`src/rtl/exec_controller.sv`:
```
// Execution sequencer for the single-cycle datapath: gates PC advance and register-file
// writes for free-run (divided), single-step, halt and a single PC breakpoint.
module exec_controller #(
    parameter int unsigned TICK_DIV  = 50_000_000,
    parameter int unsigned PC_WIDTH  = 8,
    parameter int unsigned CNT_WIDTH = 16
) (
    input  logic                 clock_reg,
    input  logic                 reset,
    input  logic                 run_req,
    input  logic                 step_req,
    input  logic                 halt_req,
    input  logic                 bp_en,
    input  logic [PC_WIDTH-1:0]  bp_addr,
    input  logic [PC_WIDTH-1:0]  pc,
    input  logic                 regwrite_in,
    output logic                 pc_en,
    output logic                 reg_we,
    output logic [1:0]           state,
    output logic                 halted,
    output logic [CNT_WIDTH-1:0] retired
);

    localparam logic [1:0] IDLE = 2'b00;
    localparam logic [1:0] RUN  = 2'b01;
    localparam logic [1:0] STEP = 2'b10;
    localparam logic [1:0] HALT = 2'b11;

    localparam int unsigned       DIV_W   = (TICK_DIV > 1) ? $clog2(TICK_DIV) : 1;
    localparam logic [DIV_W-1:0]  DIV_MAX = DIV_W'(TICK_DIV - 1);

    logic             run_prev;
    logic             step_prev;
    logic             halt_prev;
    logic             run_edge;
    logic             step_edge;
    logic             halt_edge;
    logic [1:0]       state_nx;
    logic [DIV_W-1:0] div;
    logic             first;
    logic             tick;
    logic             bp_hit;

    // Lower-priority edges are dropped whenever a higher-priority edge is present.
    always_comb begin
        halt_edge = halt_req & ~halt_prev;
        run_edge  = run_req & ~run_prev & ~halt_edge;
        step_edge = step_req & ~step_prev & ~halt_edge & ~(run_req & ~run_prev);
    end

    assign tick   = (state == RUN) && (div == DIV_MAX);
    assign bp_hit = tick && bp_en && (pc == bp_addr) && !first;
    assign pc_en  = (state == STEP) | (tick & ~bp_hit & ~halt_edge);
    assign reg_we = regwrite_in & pc_en;
    assign halted = (state == HALT);

    always_comb begin
        state_nx = state;
        case (state)
            IDLE, HALT: begin
                if (halt_edge)      state_nx = HALT;
                else if (run_edge)  state_nx = RUN;
                else if (step_edge) state_nx = STEP;
            end
            RUN: begin
                if (halt_edge || bp_hit) state_nx = HALT;
            end
            default: state_nx = HALT;
        endcase
    end

    always_ff @(posedge clock_reg or negedge reset) begin
        if (!reset) begin
            state     <= IDLE;
            run_prev  <= 1'b0;
            step_prev <= 1'b0;
            halt_prev <= 1'b0;
            div       <= '0;
            first     <= 1'b0;
            retired   <= '0;
        end else begin
            state     <= state_nx;
            run_prev  <= run_req;
            step_prev <= step_req;
            halt_prev <= halt_req;

            // 'first' exempts the first tick after entry so RUN can leave a breakpoint PC.
            if (state_nx == RUN && state != RUN) begin
                div   <= '0;
                first <= 1'b1;
            end else begin
                if (state == RUN)
                    div <= (div == DIV_MAX) ? '0 : div + DIV_W'(1);
                if (tick)
                    first <= 1'b0;
            end

            if (pc_en && retired != '1)
                retired <= retired + CNT_WIDTH'(1);
        end
    end

endmodule
```
`config.mk`:
```
export PLATFORM = sky130hd
export DESIGN_NAME = exec_controller
export DESIGN_NICKNAME = d
export VERILOG_FILES = /design/src/rtl/exec_controller.sv
export SDC_FILE = /design/constraint.sdc
export NUM_CORES = 1
export LEC_CHECK = 0
export BUFFER_PORTS_ARGS = -buffer_cell sky130_fd_sc_hd__clkbuf_2
export CORE_ASPECT_RATIO = 1.25
export CORE_UTILIZATION = 45
export DETAILED_ROUTE_END_ITERATION = 10
export PLACE_DENSITY = 0.66
export SETUP_SLACK_MARGIN = 0.5
export SLEW_MARGIN = 20
export SYNTH_ARGS = -nofsm -noshare
export SYNTH_HDL_FRONTEND = slang
export SYNTH_SLANG_ARGS = --single-unit
```
`constraint.sdc`:
```
create_clock -name clock_reg -period 2.54 [get_ports clock_reg]
set_input_delay 0.508 -clock clock_reg [delete_from_list [all_inputs] [get_ports clock_reg]]
set_output_delay 0.508 -clock clock_reg [all_outputs]
set_load 0.05 [all_outputs]
```
Word-level counts from Yosys, hierarchy flattened. Cells that the tools add are included.

Bits of input ports: 23. Flip-flop bits (word level): 48. Output and inout port bits: 21.

Equal/unequal tests: 8. Bitwise logic cells: 16. Multiplexer cells: 10. Reductions and logical operators: 12. $add $sub $neg: 2.

Operator list (count): 2-to-1 mux 26 bit (3); adder 26 x 1 -> 26 bit (second input constant) (1); == test 26 bit (second input constant) (1); adder 16 x 1 -> 16 bit (second input constant) (1); != test 16 bit (second input constant) (1); AND 1 bit (9); == test 8 bit (1); 2-to-1 mux 2 bit (4); logical AND 1 bit (6); inverter 1 bit (6); == test 2 x 1 -> 1 bit (second input constant) (2); == test 2 bit (second input constant) (2); case mux 2 bit (2 select lines) (1); nonzero test 2 bit (2); zero test 2 bit (1); 2-to-1 mux 1 bit (2); != test 2 x 1 -> 1 bit (second input constant) (1); OR reduction 2 bit (1); zero test 1 bit (1); logical OR 1 bit (1); bitwise OR 1 bit (1).

Depth between registers and ports, before layout. Gate-level depths: netlist of run 1.

Depth after elaboration: 12. Gate-level depth with buffers: 9. Gate-level depth less buffers: 7.

Worst setup path after synthesis of run 1. OpenSTA, ideal clock, no wires.

Path kind: register -> output. From: register state[0]. To: output port reg_we. Required time: 2.032 ns. Data arrival time: 2.307 ns. Setup slack: -0.275 ns. Cell stages (with the launch flop): 7. Cells stage by stage: dfrtp_1 > ha_1 > nand3_1 > nor3_4 > a31oi_4 > buf_6 > nor2b_1.

Longest elaborated chain between the ends: 10.

Ends and longest elaborated chain: start, declared (line 19) `output logic [1:0] state,`; start signal, assigned (line 82) `state <= state_nx;`; == test 2 x 1 -> 1 bit (line 51) `assign tick = (state == RUN) && (div == DIV_MAX);`; logical AND 1 bit (line 51); logical AND 1 bit (3 in series) (line 52) `assign bp_hit = tick && bp_en && (pc == bp_addr) && !first;`; inverter 1 bit (line 53) `assign pc_en = (state == STEP) | (tick & ~bp_hit & ~halt_edge);`; AND 1 bit (2 in series) (line 53); bitwise OR 1 bit * (line 53); AND 1 bit * (line 54) `assign reg_we = regwrite_in & pc_en;`; end, declared (line 18) `output logic reg_we,`.

Mark *: on every way between the ends. The rest lies on a longest branch, timed or not.

Worst setup path in the final report of run 1.
From: register div[0]. To: output port reg_we.

Longest elaborated chain between the ends: 10.

Ends and longest elaborated chain: start, declared (line 39) `logic [DIV_W-1:0] div;`; start signal, assigned (line 93) `div <= (div == DIV_MAX) ? '0 : div + DIV_W'(1);`; == test 26 bit * (line 51); logical AND 1 bit * (line 51); logical AND 1 bit (3 in series) (line 52); inverter 1 bit (line 53); AND 1 bit * (2 in series) (line 53); bitwise OR 1 bit * (line 53); AND 1 bit * (line 54).

Marks and branches as above.

==> results of run 1 <==
## state kept, by name (all words and copies together) (netlist names)
register   cells
retired       16
first          1
div           26
state          2
run_prev       1
halt_prev      1
step_prev      1
## metrics by stage
| step | worst slack, ns | utilization | total power [µW] | instance area [µm²] |
|---|---|---|---|---|
| finish | 0.127 | 0.641 | 3290 | 3730 |
| global route | 0.0353 | 0.641 | 3450 | 3730 |
| CTS | 0.134 | 0.598 | 2990 | 3480 |
| detailed placement | 0.137 | 0.528 | 2180 | 3070 |
| global placement | 0.186 | 0.528 | 2150 | 3070 |
| floorplan | 0.284 | - | 1890 | 2780 |
## cell usage in the layout (no fill, tap or decap), types with 3 or more instances in the layout
cell / Yosys / layout
dfrtp_2: 0 / 11
buf_6: 1 / 7
clkbuf_2: 0 / 41
nor2b_1: 5 / 4
nor2_1: 14 / 9
nor4_4: 2 / 8
clkbuf_8: 0 / 6
nand4_1: 8 / 8
a31oi_1: 5 / 5
and3_1: 6 / 6
o31ai_1: 7 / 7
o21ai_0: 22 / 6
nand2_1: 29 / 29
nand3_1: 16 / 16
nand2b_1: 3 / 3
o21ai_1: 19 / 34
nor2_4: 0 / 3
ha_1: 5 / 3
buf_4: 0 / 23
inv_1: 5 / 3
xor2_1: 23 / 23
nor4_2: 2 / 3
nor3_4: 1 / 7
a21oi_1: 11 / 11
dfrtp_1: 48 / 37
## power breakdown
group / internal [µW] / switching [µW] / total (µW)
Clock: 293 / 261 / 554
Combinational: 707 / 1050 / 1750
Sequential: 862 / 116 / 979
Total: 1860 / 1420 / 3290
## repair_timing
action                                  in CTS  in global routing
gates cloned                                 1                  3
pin swaps                                    9                 24
endpoints found under the setup margin      21                 40
resized for setup                           35                 41
buffers inserted                            12                 11
## logic make-up (layout without fill, tap and decap cells)
logic type / after synthesis / in the layout / synth area share
AO/OA/AOI/OAI: 73 / 73 / 0.163
XOR/XNOR: 24 / 24 / 0.0768
adder cells (fa/ha/maj): 5 / 5 / 0.0229
buffers and inverters: 17 / 91 / 0.0283
flip-flops: 48 / 48 / 0.439
multiplexers: 2 / 2 / 0.00777
AND/OR/NAND/NOR: 116 / 116 / 0.262
## Yosys cell counts, types with 2 or more instances
cell type	n	area, µm²
and2_1	2	12.5
clkbuf_1	6	22.5
buf_2	5	25.0
nand4_1	8	50.1
and4_1	3	26.3
nor2_1	14	52.6
inv_1	5	18.8
a21oi_1	11	55.1
nor4_1	8	50.1
nor3_1	7	35.0
dfrtp_1	48	1200
o21ai_0	22	110
nand2b_1	3	18.8
o21ai_1	19	95.1
a31oi_1	5	31.3
a41oi_1	2	17.5
nor4_2	2	25.0
nor4_4	2	42.5
nand3_1	16	80.1
nand2_1	29	109
o31ai_1	7	52.6
nor2b_1	5	31.3
ha_1	5	62.6
xor2_1	23	201
and3_1	6	37.5
## worst reg2reg max path: stages, from the launching register on
cell     delay [ns]
dfrtp_1        0.37
ha_2           0.19
and4_4         0.24
nand3_4        0.10
nor3_4         0.23
a31oi_4        0.16
buf_4          0.17
buf_6          0.10
buf_6          0.12
buf_12         0.15
nor2_4         0.12
mux2_1         0.32
## worst max path at each step
stage,endpoint,from,slack [ns],cells past startpoint
after global placement,pc_en,bp_addr[7],0.19,7
after floorplan,pc_en,bp_addr[7],0.28,6
after CTS,reg_we,div[1]$_DFFE_PN0P_,0.13,7
after global routing,reg_we,div[7]$_DFFE_PN0P_,0.04,6
after detailed placement,pc_en,bp_addr[7],0.14,7
final,reg_we,div[0]$_DFFE_PN0P_,0.13,7
## area by class of cell
cell class	instances	area share
Multi-Input combinational cell	220	0.456
Sequential cell	48	0.326
Timing Repair Buffer	78	0.162
Tap cell	66	0.0221
Clock buffer	6	0.0195
Clock inverter	2	0.00939
Inverter	5	0.00604
## layer usage
layer / up-vias / GRT usage / share of wire / wire length [µm]
met5: - / 0 / 0 / 0
met4: 0 / 0.0660 / 0.0096 / 65
met3: 7 / 0.0349 / 0.029 / 194
met2: 46 / 0.380 / 0.52 / 3490
met1: 1191 / 0.251 / 0.44 / 3010
li1: 1181 / - / - / -
==> impl_summary.txt, run 1 <==
----------------------------------------------------
[Outcome]
  Status ... finished, final reports clean

[Detailed routing]
  Initial DRC Count ... 107
  Post-route antenna net violation count ... 0
  Via count ... 2425
  DRC Markers ... 0
  Final Routed Wirelength ... 6.76 mm
  Wire length per cell after detailed routing ... ~16 µm
  Detailed-route vias per instance ... 5.71
  Router iterations before antenna repair ... 4

[Placement]
  Global placement routability congestion ... between 0.7 and 0.8
  Count of buffers from port buffering ... 43
  Cells after DPL ... 390
  HPWL reported at the end of detailed placement ... ~4.2 mm

[Logic synthesis]
  Syn avg cell area ... 9.61 µm²
  Library cells used by synthesis ... 47
  Number of instances in the synthesized netlist ... 285
  Synthesis warning total ... 0
  Synth Flop Type ... dfrtp_1
  Synth Register Bits ... 48
  Nets in the synthesized netlist ... 313
  Number of synthesized flops with an enable pin ... 0
  Sequential element share of the synthesized area ... 0.439
  Combined area of all synthesized cells ... 2740 µm²
  Post-synthesis async set-or-reset flop share ... 1.00

[Power and ir drop]
  Cell leakage power ... 0.00163 µW
  Power density relative to cell area ... 881 nW/µm²
  Worst ir drop on vdd ... 495 µV

[Global routing]
  Global-route total usage across every layer ... 0.208
  Antenna violations before repair ... 0
  Maximum number of pins on one net before global-route repair ... 27
  First-pass GRT wire length ... 10.5 mm
  Number of global-route vias before repair ... 2277
  Remaining Overflow, GRT ... 0

[Timing]
  Pins Over Slew Limit ... 0
  Period utilisation layout ... 0.950
  Post-Route Setup TNS ... 0 ns
  Unrepaired setup endpoints after global routing ... yes
  Count of final hold-check violations ... 0
  Highest clock rate ... 0.414 GHz
  Final-layout worst hold slack ... ~0.2 ns
  Minimum clock period ... about 2.4 ns
  Final setup vio count ... 0
  Slew at the pin with the worst max-slew slack ... 0.611 ns
  Max-Slew Margin vs Limit ... 0.593
  Post-route clock skew ... around 0.0065 ns

[Setup path]
  Slowest-stage cell, CP ... dfrtp_1
  Cell Chain, Critical Path ... ha_2 > and4_4 > nand3_4 > nor3_4 > a31oi_4 > nor2b_4 > clkbuf_8
  R2r setup slk ... 0.16 ns
  Reg-to-reg critical path startpoint ... div[0]$_DFFE_PN0P_
  Family of cells with the greatest summed delay on the critical path ... simple AND/OR/NAND/NOR gates
  CP max FO ... 3
  Buffer and inverter count on the worst path ... 1
  R2r worst-path depth ... 11
  End of the worst register-to-register path ... retired[1]$_DFFE_PN0P_
  Worst setup path category ... register to output port
  CP max stage delay ... 0.37 ns
  Required time reported for the critical path endpoint ... 2.03 ns
  Startpoint class of the critical path ... register
  Endpoint class of the critical path ... output port
  Worst path arrival time ... 1.91 ns

[Finish]
  Final Instance Count excl. Fillers ... roughly 430
  Relative area change from synthesis to final layout ... 36.2%
  Antenna cells ... 0
  Sequential cell area ... 1210 µm²
  Fillers ... 446
  Area of the multi-input gates ... about 1700 µm²
  Share of cells above drive strength 1 ... 0.379
  Number of nets in the finished design ... 386

[Clocking]
  Clock transition at path regs ... 0.09 ns
  Total clock buffers created by CTS ... 5
  H-tree depth reported by CTS ... 2
  Buffer depth of the longest clock path ... 2
  Clock tree from TritonCTS ... built
  CTS Hold Bufs ... 0
  Latest clock arrival within the worst-skew pair ... 0.30 ns
  Clock tree root driver cell ... clkbuf_8
  Count of clock tree sinks ... 48

[Floorplanning]
  Initial cell density of the core ... 0.471
  Height of the chip ... 89.2 µm
  Floorplan die width ... 71.8 µm
  Overall die area ... approximately 6400 µm²
  Placeable core area ... 5820 µm²
  I/O pin total ... 44
  Core Rows ... 31

[Worst hold path]
  Path category of the worst min-delay check ... input port to async pin

[Run]
  Total of max-cap violations ... 0

----------------------------------------------------
(Power assumes the default switching activity.)
==> run 2: changes to the inputs <==
--- a/config.mk
+++ b/config.mk
@@ -9,7 +9,9 @@
 export CORE_ASPECT_RATIO = 1.25
 export CORE_UTILIZATION = 45
 export DETAILED_ROUTE_END_ITERATION = 10
-export PLACE_DENSITY = 0.66
+export GPL_TIMING_DRIVEN = 0
+export HOLD_SLACK_MARGIN = 0.12
+export PLACE_DENSITY = 0.63
 export SETUP_SLACK_MARGIN = 0.5
 export SLEW_MARGIN = 20
 export SYNTH_ARGS = -nofsm -noshare
==> impl_summary.txt, run 2 (same netlist as run 1, synthesis figures left out) <==
----------------------------------------------------
[Run]
  Total of max-cap violations ... 0 (unchanged)

[Timing]
  Period utilisation layout ... 0.992 (+0.0422)
  Min setup slack post-route ... 0.0193 ns (-0.107 ns)
  Slew at the pin with the worst max-slew slack ... 0.671 ns (+0.0596 ns)
  Count of final hold-check violations ... 0 (unchanged)
  Final-layout worst hold slack ... 0.246 ns (+0.0487 ns)
  Pins Over Slew Limit ... 0 (unchanged)
  Unrepaired setup endpoints after global routing ... yes
  Minimum clock period ... 2.52 ns (+0.107 ns)
  Max-Slew Margin vs Limit ... 0.553 (-0.0397)
  Post-route clock skew ... 0.00523 ns (-0.00127 ns)
  Final setup vio count ... 0 (unchanged)
  Highest clock rate ... 0.397 GHz (-4.3%)

[Clocking]
  Clock tree root driver cell ... clkbuf_8
  Clock transition at path regs ... 0.09 ns (about the same)
  Latest clock arrival within the worst-skew pair ... 0.30 ns (about the same)
  CTS Hold Bufs ... 0 (unchanged)
  Total clock buffers created by CTS ... 5 (unchanged)
  Count of clock tree sinks ... 48 (unchanged)
  Buffer depth of the longest clock path ... 2 (unchanged)
  Clock tree from TritonCTS ... built
  H-tree depth reported by CTS ... 2 (unchanged)

[Setup path]
  CP max FO ... 4 (+1)
  Startpoint class of the critical path ... register
  CP max stage delay ... 0.46 ns (+0.09 ns)
  Worst path arrival time ... 2.01 ns (+0.10 ns)
  Most Frequent Cell on Critical Path ... buf_8
  Worst setup path category ... register to output port
  Slowest-stage cell, CP ... dfrtp_2
  Endpoint class of the critical path ... output port
  Cell Chain, Critical Path ... nor4b_4 > nand4_4 > nor3_4 > a31oi_4 > buf_8 > nor2b_4 > buf_8
  Required time reported for the critical path endpoint ... 2.03 ns (about the same)

[Placement]
  HPWL reported at the end of detailed placement ... 4.24 mm (+2.2%)
  Global placement routability congestion ... 0.782 (-2.1%)
  Cells after DPL ... 394 (+1.0%)
  Count of buffers from port buffering ... 43 (unchanged)
  Area of placed instances ... 3080 µm² (+0.12%)
  Post-place setup slack ... -0.0669 ns (-0.204 ns)

[Finish]
  Final Instance Count excl. Fillers ... 427 (+0.47%)
  Final Cell Area ... 3860 µm² (+3.5%)
  Most flop-heavy register ... div
  Antenna cells ... 0 (unchanged)
  Flip-flop count of the largest register, all copies and words added ... 26 (unchanged)
  Leading cell types in the layout, fill and taps excluded ... clkbuf_2 (42), dfrtp_1 (37), o21ai_1 (34), nand2_1 (29), xor2_1 (23)
  Share of cells above drive strength 1 ... 0.427 (+0.0478)
  Registers with the most flip-flops ... div (26), retired (16), state (2)
  Fillers ... 460 (+3.1%)
  Number of nets in the finished design ... 388 (+0.52%)
  Relative area change from synthesis to final layout ... 41.0%
  Most frequent standard cell in the layout excluding fill and tap cells ... clkbuf_2
  Post-route core utilization ... 0.664 (+0.0226)

[Floorplanning]
  Core Rows ... 31 (unchanged)
  Height of the chip ... 89.2 µm (unchanged)
  Initial cell density of the core ... 0.471 (unchanged)
  I/O pin total ... 44 (unchanged)
  Placeable core area ... 5820 µm² (unchanged)
  Floorplan die width ... 71.8 µm (unchanged)
  Overall die area ... 6400 µm² (unchanged)

[Detailed routing]
  DRC Markers ... 0 (unchanged)
  Router iterations before antenna repair ... 4 (unchanged)
  Detailed-route vias per instance ... 5.70 (-0.18%)
  Post-route antenna net violation count ... 0 (unchanged)
  Final Routed Wirelength ... 7.11 mm (+5.1%)
  Via count ... 2432 (+0.29%)
  Wire length per cell after detailed routing ... 16.6 µm (+4.6%)
  Initial DRC Count ... 98 (-8.4%)

[Outcome]
  Status ... finished, final reports clean

[Power and ir drop]
  Power density relative to cell area ... 891 nW/µm² (+1.2%)
  Worst ir drop on vdd ... 449 µV (-9.3%)
  Cell leakage power ... 0.00168 µW (+2.6%)

[Global routing]
  Global-route total usage across every layer ... 0.230 (+0.0212)
  First-pass GRT wire length ... 11.5 mm (+9.6%)
  Maximum number of pins on one net before global-route repair ... 49 (+81%)
  Number of global-route vias before repair ... 2412 (+5.9%)
  Antenna violations before repair ... 0 (unchanged)
  Remaining Overflow, GRT ... 0 (unchanged)

[Worst hold path]
  Path category of the worst min-delay check ... input port to async pin

----------------------------------------------------
run 2: cell types whose count changed in the layout (fill, tap and decap cells not counted), moves of 4 or more:
cell and change:
buf_8 +5, nor2_4 +4, buf_4 -7, nor2_1 -5, a21oi_2 +4, a21oi_1 -4
run 2: final timing paths:
kind,from,to,slack (ns),cells after the start
max,div[18]$_DFFE_PN0P_,reg_we,0.02,7
min,reset,run_prev$_DFF_PN0_,0.25,1
max reg2reg,div[18]$_DFFE_PN0P_,retired[2]$_DFFE_PN0P_,0.39,9
min reg2reg,div[22]$_DFFE_PN0P_,div[22]$_DFFE_PN0P_,0.50,1
max in group asynchronous,reset,div[24]$_DFFE_PN0P_,1.80,1
min in group clock_reg,run_req,run_prev$_DFF_PN0_,0.32,1
run 2: report_power, final:
group	leakage (µW)	total [µW]	internal [µW]	switching, µW
clock	0.0000548	574	297	277
combinational	0.00100	1880	766	1120
sequential	0.000621	985	862	122
total	0.00168	3440	1930	1520
run 2: per-stage QoR:
| step | setup TNS, ns | power (µW) |
|---|---|---|
| floorplan | 0 | 1890 |
| finish | 0 | 3440 |
| global placement | -0.0802 | 2200 |
| CTS | -0.00780 | 3150 |
| global route | -0.129 | 3630 |
| detailed placement | -0.0919 | 2210 |
run 2: layer usage:
| metal | vias up | GRT usage | wire (µm) |
|---|---|---|---|
| li1 | 1190 | - | - |
| met1 | 1176 | 0.283 | 3040 |
| met2 | 57 | 0.418 | 3770 |
| met3 | 9 | 0.0361 | 202 |
| met4 | 0 | 0.0642 | 101 |
| met5 | - | 0 | 0 |
run 2: layout make-up:
cell class | instances | area (µm²) | share of cell area
Buffer | 12 | 113 | 0.0292
Clock buffer | 5 | 68.8 | 0.0178
Clock inverter | 3 | 46.3 | 0.0120
Inverter | 5 | 22.5 | 0.00583
Multi-Input combinational cell | 220 | 1810 | 0.469
Sequential cell | 48 | 1210 | 0.315
Tap cell | 66 | 82.6 | 0.0214
Timing Repair Buffer | 68 | 502 | 0.130
run 2: what timing repair did:
action | in CTS | in global routing
endpoints found under the setup margin | 42 | 43
pin swaps | 11 | 36
cloned | 1 | 0
resized for setup | 65 | 67
setup buffers | 17 | 7
run 2: worst max-delay path, delay by kind of cell, from the launching register on:
| kind | cells | cell delay [ns] |
|---|---|---|
| AOI/OAI and AO/OA | 1 | 0.13 |
| buffers and inverters | 2 | 0.30 |
| DFF | 1 | 0.46 |
| and+or+nand+nor | 4 | 0.83 |
==> run 3: changes to the inputs <==
--- a/config.mk
+++ b/config.mk
@@ -5,13 +5,15 @@
 export SDC_FILE = /design/constraint.sdc
 export NUM_CORES = 1
 export LEC_CHECK = 0
+export ABC_AREA = 1
 export BUFFER_PORTS_ARGS = -buffer_cell sky130_fd_sc_hd__clkbuf_2
 export CORE_ASPECT_RATIO = 1.25
+export CORE_MARGIN = 2
 export CORE_UTILIZATION = 45
 export DETAILED_ROUTE_END_ITERATION = 10
 export GPL_TIMING_DRIVEN = 0
 export HOLD_SLACK_MARGIN = 0.12
-export PLACE_DENSITY = 0.63
+export PLACE_DENSITY = 0.62
 export SETUP_SLACK_MARGIN = 0.5
 export SLEW_MARGIN = 20
 export SYNTH_ARGS = -nofsm -noshare
==> impl_summary.txt, run 3 <==
----------------------------------------------------
[Finish]
  Leading cell types in the layout, fill and taps excluded ... nand2_1 (110), inv_1 (51), nand3_1 (50), nor2_1 (46), dfrtp_1 (42)
  Number of nets in the finished design ... 539 (+39%)
  Sequential cell area ... 1210 µm² (-0.52%)
  Antenna cells ... 0 (unchanged)
  Flip-flop count of the largest register, all copies and words added ... 26 (unchanged)
  Final Instance Count excl. Fillers ... 602 (+41%)
  Area of the multi-input gates ... 1830 µm² (+0.76%)
  Fillers ... 688 (+50%)
  Relative area change from synthesis to final layout ... 23.2%
  Share of cells above drive strength 1 ... 0.256 (-0.171)
  Most frequent standard cell in the layout excluding fill and tap cells ... nand2_1
  Most flop-heavy register ... div
  Registers with the most flip-flops ... div (26), retired (16), state (2)

[Power and ir drop]
  Switching portion of total power ... 0.473 (+0.0329)
  Clock network power share ... 0.168 (about the same)
  Portion of total power attributed to sequential cells ... 0.336 (+0.050)
  Cell leakage power ... 0.00185 µW (+11%)
  Combinational power share ... 0.496 (-0.051)
  Internal ... 1780 µW (-7.7%)
  Worst ir drop on vdd ... 605 µV (+35%)
  Net switching power ... 1600 µW (+5.4%)
  Power density relative to cell area ... 864 nW/µm² (-3.1%)

[Timing]
  Max-Slew Margin vs Limit ... 0.548 (-0.00504)
  Pins Over Slew Limit ... 0 (unchanged)
  Final setup vio count ... 0 (unchanged)
  Count of final hold-check violations ... 0 (unchanged)
  Post-route clock skew ... 0.0128 ns (+0.00752 ns)
  Minimum clock period ... 2.33 ns (-0.191 ns)
  Period utilisation layout ... 0.917 (-0.0750)
  Unrepaired setup endpoints after global routing ... yes
  Min setup slack post-route ... 0.210 ns (+0.191 ns)
  Post-Route Setup TNS ... 0 ns (unchanged)
  Highest clock rate ... 0.429 GHz (+8.2%)
  Slew at the pin with the worst max-slew slack ... 0.678 ns (+0.00756 ns)

[Logic synthesis]
  Synth Register Bits ... 48 (unchanged)
  Sequential element share of the synthesized area ... 0.379 (-0.0601)
  Area contributors post-synth ... dfrtp_1 (38%), nand2_1 (13%), nand3_1 (8.4%), inv_1 (6.5%), nor2_1 (6.2%)
  Post-synthesis async set-or-reset flop share ... 1.00 (unchanged)
  Number of synthesized flops with an enable pin ... 0 (unchanged)
  Number of instances in the synthesized netlist ... 444 (+56%)
  Largest area contributor in the synthesized netlist ... dfrtp_1
  Combined area of all synthesized cells ... 3170 µm² (+16%)
  Syn avg cell area ... 7.14 µm² (-26%)
  Most numerous cell types in the synthesized netlist ... nand2_1 (113), inv_1 (55), nand3_1 (53)
  Post-synth top area share ... 0.379 (-0.0601)
  Synth Flop Type ... dfrtp_1
  Nets in the synthesized netlist ... 472 (+51%)
  Count leader, synth ... nand2_1
  Synthesis warning total ... 0 (unchanged)
  Library cells used by synthesis ... 36 (-23%)

[Run]
  Total of max-cap violations ... 0 (unchanged)

[Floorplanning]
  Overall die area ... 7740 µm² (+21%)
  Floorplan die width ... 79.1 µm (+10%)
  Height of the chip ... 97.9 µm (+9.7%)
  I/O pin total ... 44 (unchanged)
  Core Rows ... 34 (+9.7%)
  Placeable core area ... 6890 µm² (+18%)
  Initial cell density of the core ... 0.460 (-0.0103)

[Global routing]
  Remaining Overflow, GRT ... 0 (unchanged)
  Maximum number of pins on one net before global-route repair ... 49 (unchanged)
  Number of global-route vias before repair ... 3043 (+26%)
  Antenna violations before repair ... 0 (unchanged)
  First-pass GRT wire length ... 14.0 mm (+22%)
  Global-route total usage across every layer ... 0.225 (-0.00433)

[Placement]
  HPWL reported at the end of detailed placement ... 5.89 mm (+39%)
  Global placement routability congestion ... 0.902 (+15%)
  Post-place setup slack ... -0.0239 ns (+0.0430 ns)
  Count of buffers from port buffering ... 43 (unchanged)
  Cells after DPL ... 577 (+46%)

[Worst hold path]
  Path category of the worst min-delay check ... input port to async pin

[Setup path]
  Endpoint class of the critical path ... output port
  Startpoint class of the critical path ... register
  Required time reported for the critical path endpoint ... 2.03 ns (about the same)
  R2r worst-path depth ... 12 (+3)
  Worst setup path category ... register to output port
  CP max FO ... 3 (-1)
  Worst path arrival time ... 1.82 ns (-0.19 ns)

[Clocking]
  Clock transition at path regs ... 0.10 ns (about the same)
  Buffer depth of the longest clock path ... 2 (unchanged)
  Clock tree from TritonCTS ... built
  Total clock buffers created by CTS ... 5 (unchanged)
  H-tree depth reported by CTS ... 2 (unchanged)
  Latest clock arrival within the worst-skew pair ... 0.31 ns (about the same)
  Count of clock tree sinks ... 48 (unchanged)
  Clock tree root driver cell ... clkbuf_8

[Detailed routing]
  DRC Markers ... 0 (unchanged)
  Detailed-route vias per instance ... 5.12 (-10%)
  Post-route antenna net violation count ... 0 (unchanged)
  Final Routed Wirelength ... 8.10 mm (+14%)
  Wire length per cell after detailed routing ... 13.4 µm (-19%)
  Initial DRC Count ... 134 (+37%)
  Router iterations before antenna repair ... 4 (unchanged)
  Via count ... 3082 (+27%)

[Outcome]
  Status ... finished, final reports clean

----------------------------------------------------
## run 3: routing by layer
layer	routed length (µm)	track usage	up-vias
li1	-	-	1560
met3	220	0.0296	14
met2	4340	0.415	50
met4	192	0.0743	0
met1	3340	0.267	1458
met5	0	0	-
## run 3: path summary, 6_finish.rpt
kind	slack, ns	to	start
min in group clock_reg	0.32	step_prev$_DFF_PN0_	step_req
max	0.21	pc_en	div[12]$_DFFE_PN0P_
min reg2reg	0.51	retired[15]$_DFFE_PN0P_	retired[15]$_DFFE_PN0P_
max in group asynchronous	1.79	retired[0]$_DFFE_PN0P_	reset
max reg2reg	0.63	div[14]$_DFFE_PN0P_	div[0]$_DFFE_PN0P_
min	0.26	div[25]$_DFFE_PN0P_	reset
## run 3: final cells by class
type,count,share of cell area
clock buffers,5,0.0176
multi-input cells,332,0.467
flip-flops and latches,48,0.309
well taps,90,0.0288
inverters,57,0.0547
repair buffers,60,0.0960
plain buffers,7,0.0157
clock inverters,3,0.0109
## run 3: power by group through the flow
stage | registers (µW) | logic, µW | clock network, µW
floorplan | 1270 | 972 | 0
global placement | 1140 | 1470 | 0
detailed placement | 1150 | 1490 | 0
CTS | 1130 | 1630 | 585
global route | 1170 | 1840 | 609
finish | 1130 | 1670 | 568
## run 3: worst max-delay path: stages, from the launching register on
cell and delay, ns:
dfrtp_1 0.39, nand2_1 0.13, inv_2 0.11, nand3_2 0.10, nor2_4 0.15, nand3_2 0.08
nor2_2 0.09, nand2_2 0.10, nand2_4 0.09, buf_8 0.10, clkbuf_16 0.15
## run 3: cell families (layout without fill, tap and decap cells)
logic type | count (synthesis) | in the layout | synth area share
buf+inv | 64 | 132 | 0.0824
xor+xnor | 16 | 16 | 0.0442
compound gates | 54 | 54 | 0.107
fa+ha+maj | 5 | 5 | 0.0197
flops | 48 | 48 | 0.379
simple gates | 257 | 257 | 0.368
## run 3: per-stage QoR
step / hold slack (ns) / area (µm²) / util / power (µW)
global placement: 0.487 / 3510 / 0.510 / 2620
finish: 0.257 / 3910 / 0.567 / 3380
detailed placement: 0.493 / 3520 / 0.510 / 2640
CTS: 0.288 / 3790 / 0.550 / 3350
floorplan: 0.212 / 3190 / - / 2240
global route: 0.313 / 3910 / 0.567 / 3610
## run 3: repair_timing
action / 4_1_cts / 5_1_grt
buffers inserted: 10 / 7
endpoints found under the setup margin: 19 / 33
hold buffers: 0 / 0
gates resized for setup: 22 / 24
pin swaps: 10 / 10
